==> src/rtl/tdm_demux_pkg.sv <==
// tdm_demux_pkg
//   Shared definitions for the two-channel TDM receive demultiplexer.
//   - WIDTH_DEFAULT : default number of bits per channel word
//   - CH_A / CH_B   : encoding of the select line (same as the transmit mux)
//   - hold_state_e  : state of a lane's output holding register
package tdm_demux_pkg;

  localparam int WIDTH_DEFAULT = 4;

  localparam logic CH_A = 1'b0;
  localparam logic CH_B = 1'b1;

  typedef enum logic {
    HOLD_EMPTY = 1'b0,
    HOLD_FULL  = 1'b1
  } hold_state_e;

endpackage

==> src/rtl/tdm_demux_lane.sv <==
// tdm_demux_lane
//   One receive lane. It assembles WIDTH-bit words MSB-first from the bits
//   steered to it, then presents each finished word through a valid/ready
//   holding register. A word that finishes while the holding register is
//   still full and not being consumed is dropped, and the sticky overflow
//   flag is raised.
// Ports:
//   clk        in   clock, rising edge
//   rst        in   synchronous active-high reset
//   bitValid_i in   a bit for this lane is present this cycle
//   bit_i      in   serial data bit
//   flush_i    in   discard the partially assembled word
//   clrOvf_i   in   clear the sticky overflow flag
//   ready_i    in   consumer accepts data_o this cycle
//   data_o     out  last completed word
//   valid_o    out  data_o holds an unconsumed word
//   ovf_o      out  sticky: a completed word was dropped
module tdm_demux_lane
  import tdm_demux_pkg::*;
#(
  parameter int WIDTH = WIDTH_DEFAULT,
  parameter int CNT_W = $clog2(WIDTH)
) (
  input  logic             clk,
  input  logic             rst,
  input  logic             bitValid_i,
  input  logic             bit_i,
  input  logic             flush_i,
  input  logic             clrOvf_i,
  input  logic             ready_i,
  output logic [WIDTH-1:0] data_o,
  output logic             valid_o,
  output logic             ovf_o
);

  localparam logic [CNT_W-1:0] LastBit = CNT_W'(WIDTH - 1);

  logic [WIDTH-1:0] shiftReg_q, shiftReg_d;
  logic [CNT_W-1:0] bitCnt_q, bitCnt_d;
  logic [WIDTH-1:0] holdData_q, holdData_d;
  hold_state_e      holdState_q, holdState_d;
  logic             ovf_q, ovf_d;

  logic [WIDTH-1:0] nextWord;
  logic             wordDone;

  // Assembly and holding logic. Flush has priority over an incoming bit, so
  // a bit arriving together with flush is discarded. When a word completes
  // it is taken straight from the shift path, so the holding register sees
  // it on the same edge that the last bit is shifted in. An overflow set in
  // the same cycle as clrOvf_i wins because it is applied after the clear.
  always_comb begin
    shiftReg_d  = shiftReg_q;
    bitCnt_d    = bitCnt_q;
    holdData_d  = holdData_q;
    holdState_d = holdState_q;
    ovf_d       = ovf_q & ~clrOvf_i;
    nextWord    = {shiftReg_q[WIDTH-2:0], bit_i};
    wordDone    = 1'b0;

    if (flush_i) begin
      shiftReg_d = '0;
      bitCnt_d   = '0;
    end else if (bitValid_i) begin
      shiftReg_d = nextWord;
      if (bitCnt_q == LastBit) begin
        bitCnt_d = '0;
        wordDone = 1'b1;
      end else begin
        bitCnt_d = bitCnt_q + CNT_W'(1);
      end
    end

    case (holdState_q)
      HOLD_EMPTY: begin
        if (wordDone) begin
          holdData_d  = nextWord;
          holdState_d = HOLD_FULL;
        end
      end
      HOLD_FULL: begin
        if (wordDone) begin
          if (ready_i) begin
            holdData_d = nextWord;
          end else begin
            ovf_d = 1'b1;
          end
        end else if (ready_i) begin
          holdState_d = HOLD_EMPTY;
        end
      end
    endcase
  end

  // State register for the whole lane; reset discards any partial word.
  always_ff @(posedge clk) begin
    if (rst) begin
      shiftReg_q  <= '0;
      bitCnt_q    <= '0;
      holdData_q  <= '0;
      holdState_q <= HOLD_EMPTY;
      ovf_q       <= 1'b0;
    end else begin
      shiftReg_q  <= shiftReg_d;
      bitCnt_q    <= bitCnt_d;
      holdData_q  <= holdData_d;
      holdState_q <= holdState_d;
      ovf_q       <= ovf_d;
    end
  end

  assign data_o  = holdData_q;
  assign valid_o = (holdState_q == HOLD_FULL);
  assign ovf_o   = ovf_q;

endmodule

==> src/rtl/tdm_demux_2ch.sv <==
// tdm_demux_2ch
//   Receive-side demultiplexer for a two-channel time-division multiplexed
//   serial line. Each qualified bit is steered by sel to lane A (sel=0) or
//   lane B (sel=1); each lane builds MSB-first words and offers them through
//   its own valid/ready output with a sticky overflow flag.
// Ports:
//   clk, rst         clock (rising edge), synchronous active-high reset
//   bit_in, sel      serial data and its channel select
//   bit_valid        qualifies bit_in/sel this cycle
//   flush            discard partial words in both lanes
//   clr_ovf          clear both overflow flags
//   a_data/a_valid/a_ready/a_ovf   channel A word output
//   b_data/b_valid/b_ready/b_ovf   channel B word output
module tdm_demux_2ch
  import tdm_demux_pkg::*;
#(
  parameter int WIDTH = WIDTH_DEFAULT,
  parameter int CNT_W = $clog2(WIDTH)
) (
  input  logic             clk,
  input  logic             rst,
  input  logic             bit_in,
  input  logic             sel,
  input  logic             bit_valid,
  input  logic             flush,
  input  logic             clr_ovf,
  output logic [WIDTH-1:0] a_data,
  output logic             a_valid,
  input  logic             a_ready,
  output logic             a_ovf,
  output logic [WIDTH-1:0] b_data,
  output logic             b_valid,
  input  logic             b_ready,
  output logic             b_ovf
);

  logic laneAValid;
  logic laneBValid;

  assign laneAValid = bit_valid & (sel == CH_A);
  assign laneBValid = bit_valid & (sel == CH_B);

  tdm_demux_lane #(
    .WIDTH (WIDTH),
    .CNT_W (CNT_W)
  ) u_laneA (
    .clk        (clk),
    .rst        (rst),
    .bitValid_i (laneAValid),
    .bit_i      (bit_in),
    .flush_i    (flush),
    .clrOvf_i   (clr_ovf),
    .ready_i    (a_ready),
    .data_o     (a_data),
    .valid_o    (a_valid),
    .ovf_o      (a_ovf)
  );

  tdm_demux_lane #(
    .WIDTH (WIDTH),
    .CNT_W (CNT_W)
  ) u_laneB (
    .clk        (clk),
    .rst        (rst),
    .bitValid_i (laneBValid),
    .bit_i      (bit_in),
    .flush_i    (flush),
    .clrOvf_i   (clr_ovf),
    .ready_i    (b_ready),
    .data_o     (b_data),
    .valid_o    (b_valid),
    .ovf_o      (b_ovf)
  );

endmodule

==> config.mk <==
export PLATFORM = sky130hd
export DESIGN_NAME = tdm_demux_2ch
export DESIGN_NICKNAME = d
export VERILOG_FILES = /design/src/rtl/tdm_demux_pkg.sv /design/src/rtl/tdm_demux_lane.sv /design/src/rtl/tdm_demux_2ch.sv
export SDC_FILE = /design/constraint.sdc
export NUM_CORES = 1
export LEC_CHECK = 0
export CORE_ASPECT_RATIO = 1.4
export CORE_UTILIZATION = 43
export CTS_CLUSTER_DIAMETER = 30
export DETAILED_ROUTE_END_ITERATION = 8
export PLACE_DENSITY = 0.8
export SLEW_MARGIN = 10
export SYNTH_ARGS = -nofsm -noshare
export SYNTH_HDL_FRONTEND = slang
export SYNTH_SLANG_ARGS = --single-unit
export TNS_END_PERCENT = 100
==> constraint.sdc <==
create_clock -name clk -period 1.2 [get_ports clk]
set_clock_uncertainty 0.1 [all_clocks]
set_input_delay 0.24 -clock clk [delete_from_list [all_inputs] [get_ports clk]]
set_output_delay 0.24 -clock clk [all_outputs]
set_load 0.005 [all_outputs]
==> impl_metrics.tcl, run 1 <==
set metrics [dict create \
    outcome "finished with violations" \
    violations "setup timing" \
    area_growth_pct 35.2 \
    fp.dieH_um 57.2 \
    core_region_area_mm2 0.00200 \
    gp_congestion 0.758 \
    worstSetupStartpointType "flip-flop" \
    final_hold_viol_count 0 \
    drtIter0Drc 26 \
    antennaDiodeCount 0 \
    nNetsFinal 143 \
    synth_fa_ha_area_frac 0.0268 \
    io_buffers 20 \
    use_met3 0.0190 \
    cts-buffers-inserted 3 \
    ios 21 \
    via_per_inst 5.17 \
    worstPathCellList "ha_4, nand4b_1, buf_4, a21oi_2" \
    syn-instance-count 98 \
    tns_ps -59.1 \
    period_minus_slack_ps 1220 \
    ys_seq_area_frac 0.471 \
    grt_pass1_vias 764 \
    yosys_warnings 0 \
    critPathTopFamily "flip-flops" \
    synth_top_family_by_area "simple AND/OR/NAND/NOR gates" \
    clkSinkCount 22 \
    critPathArrivalTime_ps 1350 \
    cts_tree "built" \
    wire_per_inst_um 12.2 \
    cts_max_level 1 \
    max_freq_mhz 822 \
    rrSetupSlack_ps -20 \
    die_area_mm2 0.00237 \
    synth_compound_area_frac 0.0870 \
    final_cells 151 \
    dr.pass1.iters 4 \
    drv_cap 0 \
    grt.total_usage 0.165 \
    grt_use_met1 0.185 \
    grt_max_degree 17 \
    ant_nets 0 \
    grt_use_met2 0.301 \
    rr_worst_depth 4 \
    totalWireLength_um 1850 \
    cts_root_buf "clkbuf_4" \
    synth_simple_gate_area_frac 0.258 \
    tightest_slew_ps 340 \
    antenna_found_initial 0 \
    rsz0062_at_grt "true" \
    p_leak_nw 0.516 \
    busiest_layer "met2" \
    hold_end "u_laneB.shiftReg_q[0]" \
    drive_above_1_share 0.408 \
    utilization 0.633 \
    clkTransAtPathRegs_ps 110 \
    postSynthAreaPerCell_um2 9.54 \
    r2r-start "u_laneB.bitCnt_q[0]" \
    syn-num-nets 109 \
    cp_slowest_stage_delay_ps 380 \
    ir_drop_uv 684 \
    hold_path_depth 3 \
    gr-total-overflow 0 \
    crit_type "reg -> reg" \
    die_w_um 41.4 \
    worst_slack_ps -16.5 \
    holdCritPathClass "in -> reg" \
    insertion_delay_ps 290 \
    rr_endpoint "u_laneB.valid_o" \
    fin_crit_sh 1.01 \
    layout_common_cells "16 x dfxtp_2, 14 x buf_4, 11 x nand2b_1, 11 x clkbuf_2" \
    grt_pass1_wl_um 3070 \
    dp.cells 141 \
    dp_hpwl_um 1270 \
    initial_core_util 0.468 \
    drv_slew 0 \
    endpoint_kind "flip-flop" \
    rows 19 \
    setup_viol 7 \
    critPathSlowestCell "dfxtp_2" \
    vias 780 \
    cp_max_fo 5 \
    synth_mux_area_frac 0.107 \
    clock_path_buffers 2 \
    final_common_cell "dfxtp_2" \
    p_per_area_mw_per_mm2 910 \
    timing.critical_path.buf_inv 1 \
    timing.slew.headroom 0.773 \
    drc 0 \
    whs_ps 361 \
    ys_seq_elements 22 \
    crit_start "u_laneB.bitCnt_q[0]" \
    synth_area_um2 935 \
    synth.distinct_cells 21 \
    synth-xor-area-share 0 \
    cp.required_ps 1330 \
    min_from "bit_valid" \
]
[synth_stat cells]
library cell   n  area (um2)
dfxtp_1       22         440
a21oi_1       11        55.1
nand2b_1      11        68.8
mux2i_1       10         100
nor2_1         9        33.8
nand3_1        8        40.0
nand2_1        5        18.8
o21ai_0        4        20.0
nor2b_1        3        18.8
buf_6          2        22.5
clkbuf_1       2        7.51
ha_1           2        25.0
and4b_1        1        10.0
buf_2          1        5.00
buf_4          1        7.51
inv_1          1        3.75
nand4b_1       1        8.76
nand4bb_4      1        27.5
nor2b_2        1        8.76
o22ai_1        1        6.26
or2_1          1        6.26
[worst min-delay path: stages]
cell           delay [ps]
dlygate4sd2_1         310
nand3_1               110
a21oi_1                60
[sequential cells by signal, summed over array words and instances, names as in the netlist]
register and count:
u_laneA.data_o 4, u_laneB.data_o 4, u_laneA.shiftReg_q 3, u_laneB.shiftReg_q 3, u_laneA.bitCnt_q 2, u_laneB.bitCnt_q 2
u_laneA.ovf_o 1, u_laneA.valid_o 1, u_laneB.ovf_o 1, u_laneB.valid_o 1
[through the flow]
step	total power, W	cell area [um2]	worst slack (ps)
final	0.00115	1260	-16.5
after detailed placement	0.000848	1180	-446
after global placement	0.000846	1180	-412
after floorplan	0.000806	938	9.76
after global routing	0.00120	1260	-98.8
after CTS	0.00116	1270	-22.0
[report_power, final]
part / leakage [nW] / total (W) / switching [W] / internal [W]
registers: 0.186 / 0.000739 / 0.00000441 / 0.000734
clock network: 0.0138 / 0.000314 / 0.000197 / 0.000117
logic: 0.316 / 0.0000972 / 0.0000430 / 0.0000541
[worst max-delay path by stage]
stage                        endpoint  slack [ps]  cells after the start
global placement    u_laneA.data_o[1]        -410                      4
detailed placement  u_laneA.data_o[1]        -450                      4
finish                u_laneB.valid_o         -20                      4
floorplan           u_laneA.data_o[0]          10                      5
CTS                 u_laneA.data_o[2]         -20                      4
global route        u_laneB.data_o[1]        -100                      4
[cell type report]
class	count	area, um2
clock buffers	3	22.5
fillers	174	733
inverters	1	3.75
multi-input cells	69	492
flip-flops and latches	22	460
well taps	21	26.3
repair buffers	35	259
[cells by family after synthesis]
kind of cell	count (synthesis)
multiplexers	10
flip-flops	22
AND/OR/NAND/NOR	41
AO/OA/AOI/OAI	16
adder cells (fa/ha/maj)	2
buffers and inverters	7
[routing by layer]
metal | up-vias | wire length, um
met5 | - | 0
met4 | 0 | 26
met3 | 4 | 56
met2 | 17 | 992
met1 | 359 | 771
li1 | 400 | -
[timing repair]
action | 4_1_cts | 5_1_grt
gates resized for setup | 50 | 15
setup buffers | 2 | 5
hold buffers | 0 | 0
pin swaps | 4 | 6
gates cloned | 0 | 0
setup endpoints to repair | 32 | 22
Note: power is estimated with default switching activity, not from simulation.
==> run 2, diff against run 1 <==
Settings changed: ABC_CLOCK_PERIOD_IN_PS set to 1200.
==> results of run 2 <==
Final layout, timing and power as in run 1 (identical DEF).
